File: src/rtl/pitch_pkg.sv
// Shared constants, types and step arithmetic for the transpose controller.
package pitch_pkg;

  localparam int SHIFT_W = 5;
  localparam logic [SHIFT_W-1:0] SHIFT_MIN     = 5'd0;
  localparam logic [SHIFT_W-1:0] SHIFT_MAX     = 5'd19;
  localparam logic [SHIFT_W-1:0] SHIFT_DEFAULT = 5'd7;

  typedef enum logic [1:0] {IDLE, HOLD, REPEAT} rpt_state_t;
  typedef enum logic {DN, UP} step_dir_t;

  // One extra bit so the +/-1 cannot wrap before it is clamped.
  function automatic logic [SHIFT_W-1:0] sat_step(input logic [SHIFT_W-1:0] cur,
                                                  input step_dir_t dir);
    logic [SHIFT_W:0] wide;
    wide = {1'b0, cur};
    if (dir == DN) begin
      if (cur == SHIFT_MIN) return SHIFT_MIN;
      wide = wide - 6'd1;
    end else begin
      wide = wide + 6'd1;
      if (wide > {1'b0, SHIFT_MAX}) return SHIFT_MAX;
    end
    return wide[SHIFT_W-1:0];
  endfunction

endpackage

File: src/rtl/btn_debounce.sv
// Two-flop synchronizer and debounce counter for one button, with a
// one-cycle pulse on each accepted press.
module btn_debounce #(
  parameter int DEBOUNCE_CYCLES = 1000000
) (
  input  logic clk,
  input  logic rst,
  input  logic raw,
  output logic level,
  output logic press
);

  localparam int CW = $clog2(DEBOUNCE_CYCLES + 1);
  localparam logic [CW-1:0] LAST = CW'(DEBOUNCE_CYCLES - 1);

  logic sync1, sync2;
  logic [CW-1:0] cnt;

  always_ff @(posedge clk) begin
    if (rst) begin
      sync1 <= 1'b0;
      sync2 <= 1'b0;
    end else begin
      sync1 <= raw;
      sync2 <= sync1;
    end
  end

  // Any sample matching the accepted level restarts the count, so a bounce
  // back discards the partial run.
  always_ff @(posedge clk) begin
    if (rst) begin
      cnt   <= '0;
      level <= 1'b0;
      press <= 1'b0;
    end else begin
      press <= 1'b0;
      if (sync2 == level) begin
        cnt <= '0;
      end else if (cnt == LAST) begin
        cnt   <= '0;
        level <= sync2;
        press <= sync2;
      end else begin
        cnt <= cnt + CW'(1);
      end
    end
  end

endmodule

File: src/rtl/pitch_shift_ctrl.sv
// Transpose-register front end: button conditioning with hold-to-repeat,
// MIDI absolute set, arbitration and between-notes commit.
module pitch_shift_ctrl
  import pitch_pkg::*;
#(
  parameter int DEBOUNCE_CYCLES = 1000000,
  parameter int REPEAT_DELAY    = 50000000,
  parameter int REPEAT_RATE     = 15000000
) (
  input  logic               clk,
  input  logic               rst,
  input  logic               btnl_raw,
  input  logic               btnr_raw,
  input  logic               btnc_raw,
  input  logic               set_valid,
  input  logic [SHIFT_W-1:0] set_value,
  output logic               set_ready,
  input  logic               notes_active,
  output logic [SHIFT_W-1:0] pitchshift,
  output logic               pending,
  output logic               shift_changed
);

  localparam int RPT_MAX = (REPEAT_DELAY > REPEAT_RATE) ? REPEAT_DELAY : REPEAT_RATE;
  localparam int CNT_W   = $clog2(RPT_MAX + 1);
  localparam logic [CNT_W-1:0] DELAY_LAST = CNT_W'(REPEAT_DELAY - 1);
  localparam logic [CNT_W-1:0] RATE_LAST  = CNT_W'(REPEAT_RATE - 1);

  logic press_l, press_r, press_c;
  logic lvl_l, lvl_r, centre_level_unused;

  btn_debounce #(.DEBOUNCE_CYCLES(DEBOUNCE_CYCLES)) u_db_l (
    .clk(clk), .rst(rst), .raw(btnl_raw), .level(lvl_l), .press(press_l));
  btn_debounce #(.DEBOUNCE_CYCLES(DEBOUNCE_CYCLES)) u_db_r (
    .clk(clk), .rst(rst), .raw(btnr_raw), .level(lvl_r), .press(press_r));
  btn_debounce #(.DEBOUNCE_CYCLES(DEBOUNCE_CYCLES)) u_db_c (
    .clk(clk), .rst(rst), .raw(btnc_raw), .level(centre_level_unused), .press(press_c));

  rpt_state_t state, state_nxt;
  step_dir_t  dir, press_dir, step_dir;
  logic [CNT_W-1:0] cnt;
  logic single_press, abort, step;

  assign single_press = press_l ^ press_r;
  assign press_dir    = press_l ? DN : UP;
  assign abort        = (dir == DN) ? (!lvl_l || lvl_r) : (!lvl_r || lvl_l);

  always_ff @(posedge clk) begin
    if (rst) state <= IDLE;
    else     state <= state_nxt;
  end

  always_comb begin
    state_nxt = state;
    unique case (state)
      IDLE:    if (single_press) state_nxt = HOLD;
      HOLD:    if (abort) state_nxt = IDLE;
               else if (cnt == DELAY_LAST) state_nxt = REPEAT;
      REPEAT:  if (abort) state_nxt = IDLE;
      default: state_nxt = IDLE;
    endcase
  end

  always_comb begin
    step     = 1'b0;
    step_dir = dir;
    case (state)
      IDLE: begin
        step     = single_press;
        step_dir = press_dir;
      end
      HOLD:    step = !abort && (cnt == DELAY_LAST);
      REPEAT:  step = !abort && (cnt == RATE_LAST);
      default: step = 1'b0;
    endcase
  end

  // The interval counter restarts whenever a step fires, so one counter
  // serves both the initial delay and the repeat period.
  always_ff @(posedge clk) begin
    if (rst) begin
      cnt <= '0;
      dir <= UP;
    end else begin
      if (state == IDLE && single_press) dir <= press_dir;
      if (state == IDLE || step) cnt <= '0;
      else                       cnt <= cnt + CNT_W'(1);
    end
  end

  logic set_accept, commit;
  logic [SHIFT_W-1:0] target, target_nxt, pitch_nxt, set_clamped;

  assign set_ready   = !rst;
  assign set_accept  = set_valid && set_ready;
  assign set_clamped = (set_value > SHIFT_MAX) ? SHIFT_MAX : set_value;

  // Centre beats MIDI set beats step; losers are dropped, not queued.
  always_comb begin
    target_nxt = target;
    if (press_c)         target_nxt = SHIFT_DEFAULT;
    else if (set_accept) target_nxt = set_clamped;
    else if (step)       target_nxt = sat_step(target, step_dir);
  end

  assign commit    = !notes_active && (target != pitchshift);
  assign pitch_nxt = commit ? target : pitchshift;

  always_ff @(posedge clk) begin
    if (rst) begin
      target        <= SHIFT_DEFAULT;
      pitchshift    <= SHIFT_DEFAULT;
      pending       <= 1'b0;
      shift_changed <= 1'b0;
    end else begin
      target        <= target_nxt;
      pitchshift    <= pitch_nxt;
      pending       <= (target_nxt != pitch_nxt);
      shift_changed <= commit;
    end
  end

endmodule

File: config.mk
export PLATFORM = sky130hd
export DESIGN_NAME = pitch_shift_ctrl
export DESIGN_NICKNAME = d
export VERILOG_FILES = /design/src/rtl/pitch_pkg.sv /design/src/rtl/btn_debounce.sv /design/src/rtl/pitch_shift_ctrl.sv
export SDC_FILE = /design/constraint.sdc
export NUM_CORES = 1
export LEC_CHECK = 0
export CAP_MARGIN = 10
export CORE_UTILIZATION = 50
export DETAILED_ROUTE_END_ITERATION = 10
export DONT_BUFFER_PORTS = 1
export SLEW_MARGIN = 20
export SYNTH_ARGS = -nofsm -noshare
export SYNTH_HDL_FRONTEND = slang
export SYNTH_HIERARCHICAL = 1
export SYNTH_SLANG_ARGS = --single-unit
File: constraint.sdc
create_clock -name clk -period 3.5 [get_ports clk]
set_input_delay 0.7 -clock clk [delete_from_list [all_inputs] [get_ports clk]]
set_output_delay 0.7 -clock clk [all_outputs]
set_load 0.01 [all_outputs]
# Yosys cells after proc, flatten, opt, wreduce, memory -nomap -nowiden
# Index checks and enable logic that the tools add are counted.
[totals]
input_bits = 12
reg_bits = 113
n_memories = 0
ram_bits = 0
wordCells = 109
latchBits = 0
output_inout_bits = 8
mem_bits_ro = 0
[op_classes]
mul = 0
n_eq_ne = 15
n_bitwise = 7
shifts = 0
magnitude_cmp = 2
mux = 31
n_div = 0
reduce_logical = 26
n_addsub = 6
[ops]
columns = ["op", "count"]
rows = [
  ["$add A20 B1 Y20 const B", 3],
  ["$eq A20 B20 Y1 const B", 3],
  ["$mux W5", 11],
  ["$add A26 B1 Y26 const B", 1],
  ["$eq A26 B24 Y1 const B", 1],
  ["$eq A26 B26 Y1 const B", 1],
  ["$reduce_or A3 Y1", 6],
  ["$mux W1", 14],
  ["$ne A5 B5 Y1", 2],
  ["$mux W2", 4],
  ["$add A5 B1 Y6 const B", 1],
  ["$gt A6 B5 Y1 const B", 1],
  ["$not A1 Y1", 6],
  ["$pmux W2 S3", 1],
  ["$reduce_and A2 Y1", 3],
  ["$gt A5 B5 Y1 const B", 1],
  ["$logic_and A1 B1 Y1", 5],
  ["$logic_not A1 Y1", 5],
  ["$logic_not A5 Y1", 1],
  ["$sub A5 B1 Y5 const B", 1],
  ["$ne A2 B2 Y1 const B", 2],
  ["$eq A1 B1 Y1", 3],
  ["$logic_or A1 B1 Y1", 3],
  ["$ne A3 B3 Y1 const B", 1],
  ["other kinds (7)", 7],
]

# Logic depth before layout (Yosys ltp)
# Gate-level depths: netlist (run 1).
[depth]
depth_word = 19
depth_mapped = 10
mapped_depth_nobuf = 10

# Hierarchy
# Netlist (run 1), hierarchy kept.
[by_module_without_submodules]
columns = ["mod", "instances", "area_each_um2", "seq_area_each_um2", "cells_per_inst"]
rows = [
  ["btn_debounce", 3, 1079.8, 480.5, 123],
  ["pitch_shift_ctrl", 1, 2484.9, 820.8, 297],
]

# Worst setup path after synthesis (run 1)
# No wires, ideal clock.
[synth_path]
path_type = "input to register"
startpoint = "in notes_active"
endpoint = "reg pending"
arrival_time_ps = 2392
path_buffers = 1
stages = 8
setup_time_ps = 138
required_ps = 3362
setup_slack_ps = 970
path_cell_list = "clkbuf_1 mux2i_1 xor2_1 o311ai_0 a221o_1 a31oi_1 nor4b_1 a41oi_1"
[synth_between]
elab_chain_len = 4
[synth_rtl]
columns = ["element", "line_no", "text"]
rows = [
  ["start: declaration", "pitch_shift_ctrl.sv:18", "input logic notes_active,"],
  ["$logic_not A1 Y1", "pitch_shift_ctrl.sv:106", "assign commit = !notes_active && (target != pitchshift);"],
  ["$logic_and A1 B1 Y1", "pitch_shift_ctrl.sv:106", ""],
  ["$mux W5", "pitch_shift_ctrl.sv:107", "assign pitch_nxt = commit ? target : pitchshift;"],
  ["$ne A5 B5 Y1", "pitch_shift_ctrl.sv:118", "pending <= (target_nxt != pitch_nxt);"],
  ["end signal: assignment", "pitch_shift_ctrl.sv:118", ""],
  ["end: declaration", "pitch_shift_ctrl.sv:20", "output logic pending,"],
]
# Every way passes these cells.
# A chain may end at the register's enable or synchronous reset.

==> run summary, run 1 <==
Final worst setup slack: 0.836 ns
Area after DPL: 5830 um2
FFs w/ async S/R, synth: 0%
Startpoint types: flop
Top FF cell, synth: dfxtp_1
Reg clk slew, reported paths: 0.05 ns
Proportion of synthesized area in mux cells: 2.34%
DIE AREA: 11900 um2
Fin area: 6430 um2
Post-layout min period: 2.66 ns
PD cells: 490 nW/um2
Post-synthesis xor/xnor area fraction: 11.8%
Initial antenna violation count: 0
MaxCap Viol Count: 0
Post-synth EDFFs: 0
Peak supply drop: 415 uV
CP Class: reg2reg
Final setup vio count: 0
# fillers: 960
Worst slew pin tran: 0.839 ns
Register area: 2260 um2
RSZ-0062 raised after global routing: no
Hold Vio Cnt, Final: 0
DRT Pass-1 Iters: 5
Average size of a mapped cell: 8.59 um2
Die width: 109 um
P_leak: 2.03 nW
WHS: 0.353 ns
Area Growth Syn to Fin: 12.4%
Routed len/inst: 13.9 um
Gp weighted congestion: 0.824
Post-synthesis simple-gate area fraction: 31.7%
Slew Viols, Final: 0
TritonCTS clock tree: done
CTS resizes: 0
CP Cell Sequence: ha_1 -> nand3_1 -> nor4_4 -> a41oi_2 -> nor2_4 -> mux2i_1 -> nor4_1 -> nor4b_1 -> a41oi_1
Vias/cell: 5.58
CTS sink count: 113
Hold Buf Count CTS: 0
DPL Wire Length: 7890 um
Type of the tightest min-delay check: in2reg
Register area share after synthesis: 39.5%
DR DRC count: 0
Final antenna-violating net count: 0
Core area: 11000 um2
Synth Cell Area: 5720 um2
Drt first-iter violations: 337
Crit path DAT: 2.94 ns
# Post-CTS Setup Buffers: 0
CP max stage cell: dfxtp_1
CP Capture Type: flop
Post-synthesis compound-gate area fraction: 8.79%
CP max stage delay: 0.37 ns
Setup Skew: 0.00631 ns
FP Rows: 38
Post-Route Utilization: 58.6%
YS warnings: 6
Setup TNS: 0 ns
Buf/Inv on CP: 0
Synth unique cells: 65
# diodes: 0
Most common cell after layout, fill and taps aside: dfxtp_1
Via count: 4579
Critical path's top delay family: simple AND/OR/NAND/NOR gates
Crit path max fanout: 7
Pin count of the biggest net entering global routing: 28
First-pass GRT wire length: 19600 um
Port bufs: 0
Vias in the first global route: 4186
Insertion delay to the later sink of the worst-skew pair: 0.41 ns
H-tree lvl count: 4
Total CTS buffers: 17
Initial Util: 52.1%
Footprint of the multi-input gates: 3270 um2
Gr ovfl total: 0
Fmax: 0.375 GHz
Syn_nets: 690
Clock root buffer: clkbuf_16
FF+latch count, synth: 113
# IOs: 20
GRT Util Overall: 21.0%
Status: completed
Final wirelength: 11400 um
Tcrit/Tclk final: 76.1%
Die extent in y: 109 um
Largest family of logic cells by synthesized area: simple AND/OR/NAND/NOR gates
Layout net count: 692
Post-Synth Adder-Cell Area: 2.62%
CP Data Required Time: 3.77 ns
Share of cells above drive strength 1: 9.25%
Cell count after synthesis: 666
Most frequent cells in the layout: 113 x dfxtp_1, 103 x nor2_1, 52 x nand2_1
Max clock buf depth: 2
Worst slack, placed: 0.848 ns
Relative slew slack: 44.0%
[per-layer routing]
| metal | track usage (%) | vias to the layer above | wire (um) |
|---|---|---|---|
| met2 | 31.9 | 70 | 5170 |
| met3 | 5.56 | 11 | 426 |
| li1 | - | 2359 | - |
| met5 | 0 | - | 0 |
| met4 | 9.17 | 0 | 145 |
| met1 | 28.0 | 2139 | 5640 |
[worst paths after layout]
kind / start / to / slack (ns) / depth (start not counted)
max: cnt[0]$_SDFF_PP0_ / pending$_SDFF_PP0_ / 0.84 / 9
min: rst / u_db_c/sync2$_SDFF_PP0_ / 0.35 / 1
max reg2reg: cnt[0]$_SDFF_PP0_ / pending$_SDFF_PP0_ / 0.84 / 9
min reg2reg: u_db_l/sync1$_SDFF_PP0_ / u_db_l/sync2$_SDFF_PP0_ / 0.44 / 1
[final cells by class]
class,instances,area share [%]
inverters,32,1.87
clock inverters,8,1.58
clock buffers,24,7.80
multi-input cells,504,50.9
flip-flops and latches,113,35.2
well taps,140,2.72
[cell usage after synthesis (2+ instances only)]
master    instances  area (um2)
buf_2             4        20.0
nand2_1          52         195
nand3_2           3        30.0
or4_1             6        45.0
nand3b_1          2        15.0
a21oi_1          22         110
xnor2_1          49         429
clkbuf_1         13        48.8
nand3_1          22         110
inv_2             2        7.51
nor4_1           22         138
or4_4             4        45.0
and4_1            6        52.6
or3_1            14        87.6
a221o_1           2        20.0
o31ai_1           7        52.6
o21ai_0          11        55.1
nor4bb_1          3        30.0
xor2_1           28         245
nor3b_1           5        37.5
o21ai_1           2        10.0
dfxtp_1         113        2260
o31a_1            3        26.3
nor2b_1           9        56.3
nor4b_1           5        43.8
inv_1            30         113
ha_1             12         150
and3_1           11        68.8
nand2b_1          2        12.5
o21ai_2           3        26.3
and2_1            3        18.8
a31oi_1           2        12.5
nor3_1           20         100
nand4_4           3        63.8
nor2_1          103         387
a21o_1            2        15.0
nand4_1          21         131
mux2i_1          10         100
a22o_1            2        17.5
or2_2             7        43.8
o211ai_1          2        15.0
[cells by family after synthesis]
| family | Yosys count |
|---|---|
| flops | 113 |
| xor+xnor | 77 |
| simple gates | 331 |
| buf+inv | 49 |
| compound gates | 72 |
| fa+ha+maj | 12 |
| mux | 12 |
[sequential cells by signal (all words and copies together) (netlist names), 2 cells and up]
| signal | cells |
|---|---|
| u_db_r/cnt | 20 |
| state | 2 |
| u_db_c/cnt | 20 |
| pitchshift | 5 |
| u_db_l/cnt | 20 |
| cnt | 26 |
| target | 5 |
[through the flow]
step,power (W),cells
after global routing,0.00326,821
after CTS,0.00319,821
final,0.00315,821
after floorplan,0.00144,666
after global placement,0.00145,789
after detailed placement,0.00145,789
[power breakdown]
part	internal, W	switching (W)
logic	0.0000468	0.0000595
registers	0.00130	0.0000192
clock network	0.00114	0.000585
No activity file was read; power rests on OpenSTA's default activity.
==> inputs of run 2 (changes only) <==
- PLACE_DENSITY: unset -> 0.68
- clock period: 3.5 -> 2.4 ns (I/O delays scaled with it)
==> run 2 against run 1 <==
Against the previous run: register-to-register slack lost 0.83 ns; power grew 42%; critical path depth is the same; combinational power grew 79%; design area grew 4.6%; core utilization grew 2.7 points; via count grew 4.0%; worst setup slack lost 0.83 ns; final cell count grew 4.9%; die area is the same.
==> run summary, run 2 (synthesized netlist as in run 1, its figures left out) <==
Status: completed (unchanged)
RSZ-0062 raised after global routing: yes (was no)
Initial Util: 52.1% (unchanged)
Insertion delay to the later sink of the worst-skew pair: 0.42 ns (was 0.41 ns)
First-pass GRT wire length: 19700 um (was 19600 um)
Area Growth Syn to Fin: 17.5% (was 12.4%)
Initial antenna violation count: 0 (unchanged)
Reg with most FFs: cnt (unchanged)
Worst slew pin tran: 0.603 ns (was 0.839 ns)
# IOs: 20 (unchanged)
Hold Buf Count CTS: 0 (unchanged)
Share of cells above drive strength 1: 15.3% (was 9.25%)
FP Rows: 38 (unchanged)
Die width: 109 um (unchanged)
Layout Cells excl Fill: 861 (was 821)
TritonCTS clock tree: done (unchanged)
Reg clk slew, reported paths: 0.05 ns (about the same)
Final wirelength: 11800 um (was 11400 um)
DIE AREA: 11900 um2 (unchanged)
Hold_sp: rst (unchanged)
Max reg flops: 26 (unchanged)
Register area: 2260 um2 (unchanged)
Vias/cell: 5.53 (was 5.58)
DRT Pass-1 Iters: 5 (unchanged)
Slew Viols, Final: 0 (unchanged)
Fmax: 0.417 GHz (was 0.375 GHz)
Vias in the first global route: 4392 (was 4186)
Drt first-iter violations: 316 (was 337)
Peak supply drop: 627 uV (was 415 uV)
Type of the tightest min-delay check: in2reg (unchanged)
Footprint of the multi-input gates: 3300 um2 (was 3270 um2)
PD cells: 665 nW/um2 (was 490 nW/um2)
Most frequent cells in the layout: 113 x dfxtp_1, 102 x nor2_1, 52 x nand2_1 (was 113 x dfxtp_1, 103 x nor2_1, 52 x nand2_1)
MaxCap Viol Count: 0 (unchanged)
CTS sink count: 113 (unchanged)
Clock root buffer: clkbuf_16 (unchanged)
Gr ovfl total: 0 (unchanged)
Reg-to-reg startpoint: cnt[16]$_SDFF_PP0_ (was cnt[0]$_SDFF_PP0_)
Startpoint types: flop (unchanged)
Setup crit start: cnt[16]$_SDFF_PP0_ (was cnt[0]$_SDFF_PP0_)
Pin count of the biggest net entering global routing: 28 (unchanged)
DPL Wire Length: 8340 um (was 7890 um)
H-tree lvl count: 4 (unchanged)
CP Capture Type: flop (unchanged)
Max clock buf depth: 2 (unchanged)
Critical path's top delay family: simple AND/OR/NAND/NOR gates (unchanged)
CP Data Required Time: 2.74 ns (was 3.77 ns)
Final setup vio count: 0 (unchanged)
DR DRC count: 0 (unchanged)
Buf/Inv on CP: 1 (was 0)
Via count: 4763 (was 4579)
Post-layout min period: 2.40 ns (was 2.66 ns)
P_leak: 2.21 nW (was 2.03 nW)
Setup Skew: 0.00696 ns (was 0.00631 ns)
# diodes: 0 (unchanged)
Die extent in y: 109 um (unchanged)
CP Class: reg2reg (unchanged)
Relative slew slack: 59.4% (was 44.0%)
Tcrit/Tclk final: 99.9% (was 76.1%)
Hold Vio Cnt, Final: 0 (unchanged)
Final antenna-violating net count: 0 (unchanged)
Core area: 11000 um2 (unchanged)
Crit path max fanout: 6 (was 7)
Total CTS buffers: 17 (unchanged)
CP max stage delay: 0.54 ns (was 0.37 ns)
Most common cell after layout, fill and taps aside: dfxtp_1 (unchanged)
Layout net count: 732 (was 692)
GRT Util Overall: 21.3% (was 21.0%)
Gp weighted congestion: 0.844 (was 0.824)
# fillers: 950 (was 960)
CP max stage cell: or4_4 (was dfxtp_1)
CP Cell Sequence: or4_4 -> nor4_4 -> a41oi_2 -> nor2_4 -> mux2i_1 -> buf_4 -> a31oi_1 -> nor4b_2 -> a41oi_1 (was ha_1 -> nand3_1 -> nor4_4 -> a41oi_2 -> nor2_4 -> mux2i_1 -> nor4_1 -> nor4b_1 -> a41oi_1)
Placed Cells: 829 (was 789)
Setup TNS: 0 ns (unchanged)
Crit path DAT: 2.73 ns (was 2.94 ns)
Port bufs: 0 (unchanged)
# Post-CTS Setup Buffers: 0 (unchanged)
Routed len/inst: 13.7 um (was 13.9 um)
run 2: cell count changes in the layout (fill, tap and decap cells not counted), sizes merged:
cell,previous run,this run
clkinvlp,3,5
buf,0,40
clkbuf,24,20
clkinv,3,4
inv,32,34
bufinv,2,1
run 2: final cells by class:
| type | count | share of cell area [%] |
|---|---|---|
| Multi-Input combinational cell | 504 | 49.1 |
| Sequential cell | 113 | 33.6 |
| Clock buffer | 20 | 6.79 |
| Timing Repair Buffer | 40 | 4.46 |
| Tap cell | 140 | 2.60 |
| Inverter | 32 | 1.79 |
| Clock inverter | 12 | 1.62 |
run 2: worst paths after layout:
kind / end / slack [ns] / cells past startpoint
setup / recovery: pending$_SDFF_PP0_ / 0.003 / 9
hold / removal: u_db_r/sync1$_SDFF_PP0_ / 0.13 / 1
setup reg to reg: pending$_SDFF_PP0_ / 0.003 / 9
hold reg to reg: u_db_l/sync2$_SDFF_PP0_ / 0.45 / 1
run 2: per-layer routing:
metal | up-vias | share of wire (%) | global-route usage (%)
li1 | 2436 | - | -
met1 | 2228 | 50 | 27.1
met2 | 83 | 45 | 33.2
met3 | 16 | 3.4 | 7.05
met4 | 0 | 1.3 | 8.11
met5 | - | 0 | 0
run 2: metrics by stage:
| stage | utilization [%] | setup WS, ns | total power, W | hold slack, ns | area [um2] |
|---|---|---|---|---|---|
| 2_1_floorplan | - | 0.0518 | 0.00209 | 0.414 | 5720 |
| 3_3_place_gp | 55.8 | -0.0204 | 0.00214 | 0.419 | 6130 |
| 3_5_place_dp | 55.8 | -0.0439 | 0.00214 | 0.429 | 6130 |
| 4_1_cts | 61.1 | -0.0109 | 0.00453 | 0.109 | 6710 |
| 5_1_grt | 61.3 | -0.104 | 0.00464 | 0.111 | 6730 |
| 6_report | 61.3 | 0.00323 | 0.00447 | 0.131 | 6730 |
run 2: what timing repair did:
action,in CTS,in global routing
hold endpoints to repair,0,0
cloned,0,0
endpoints found under the setup margin,1,2
resized for setup,4,5
pin swaps,2,0
run 2: report_power, final:
part / internal, W / switching (W)
registers: 0.00190 / 0.0000256
logic: 0.0000929 / 0.0000972
clock network: 0.00147 / 0.000886
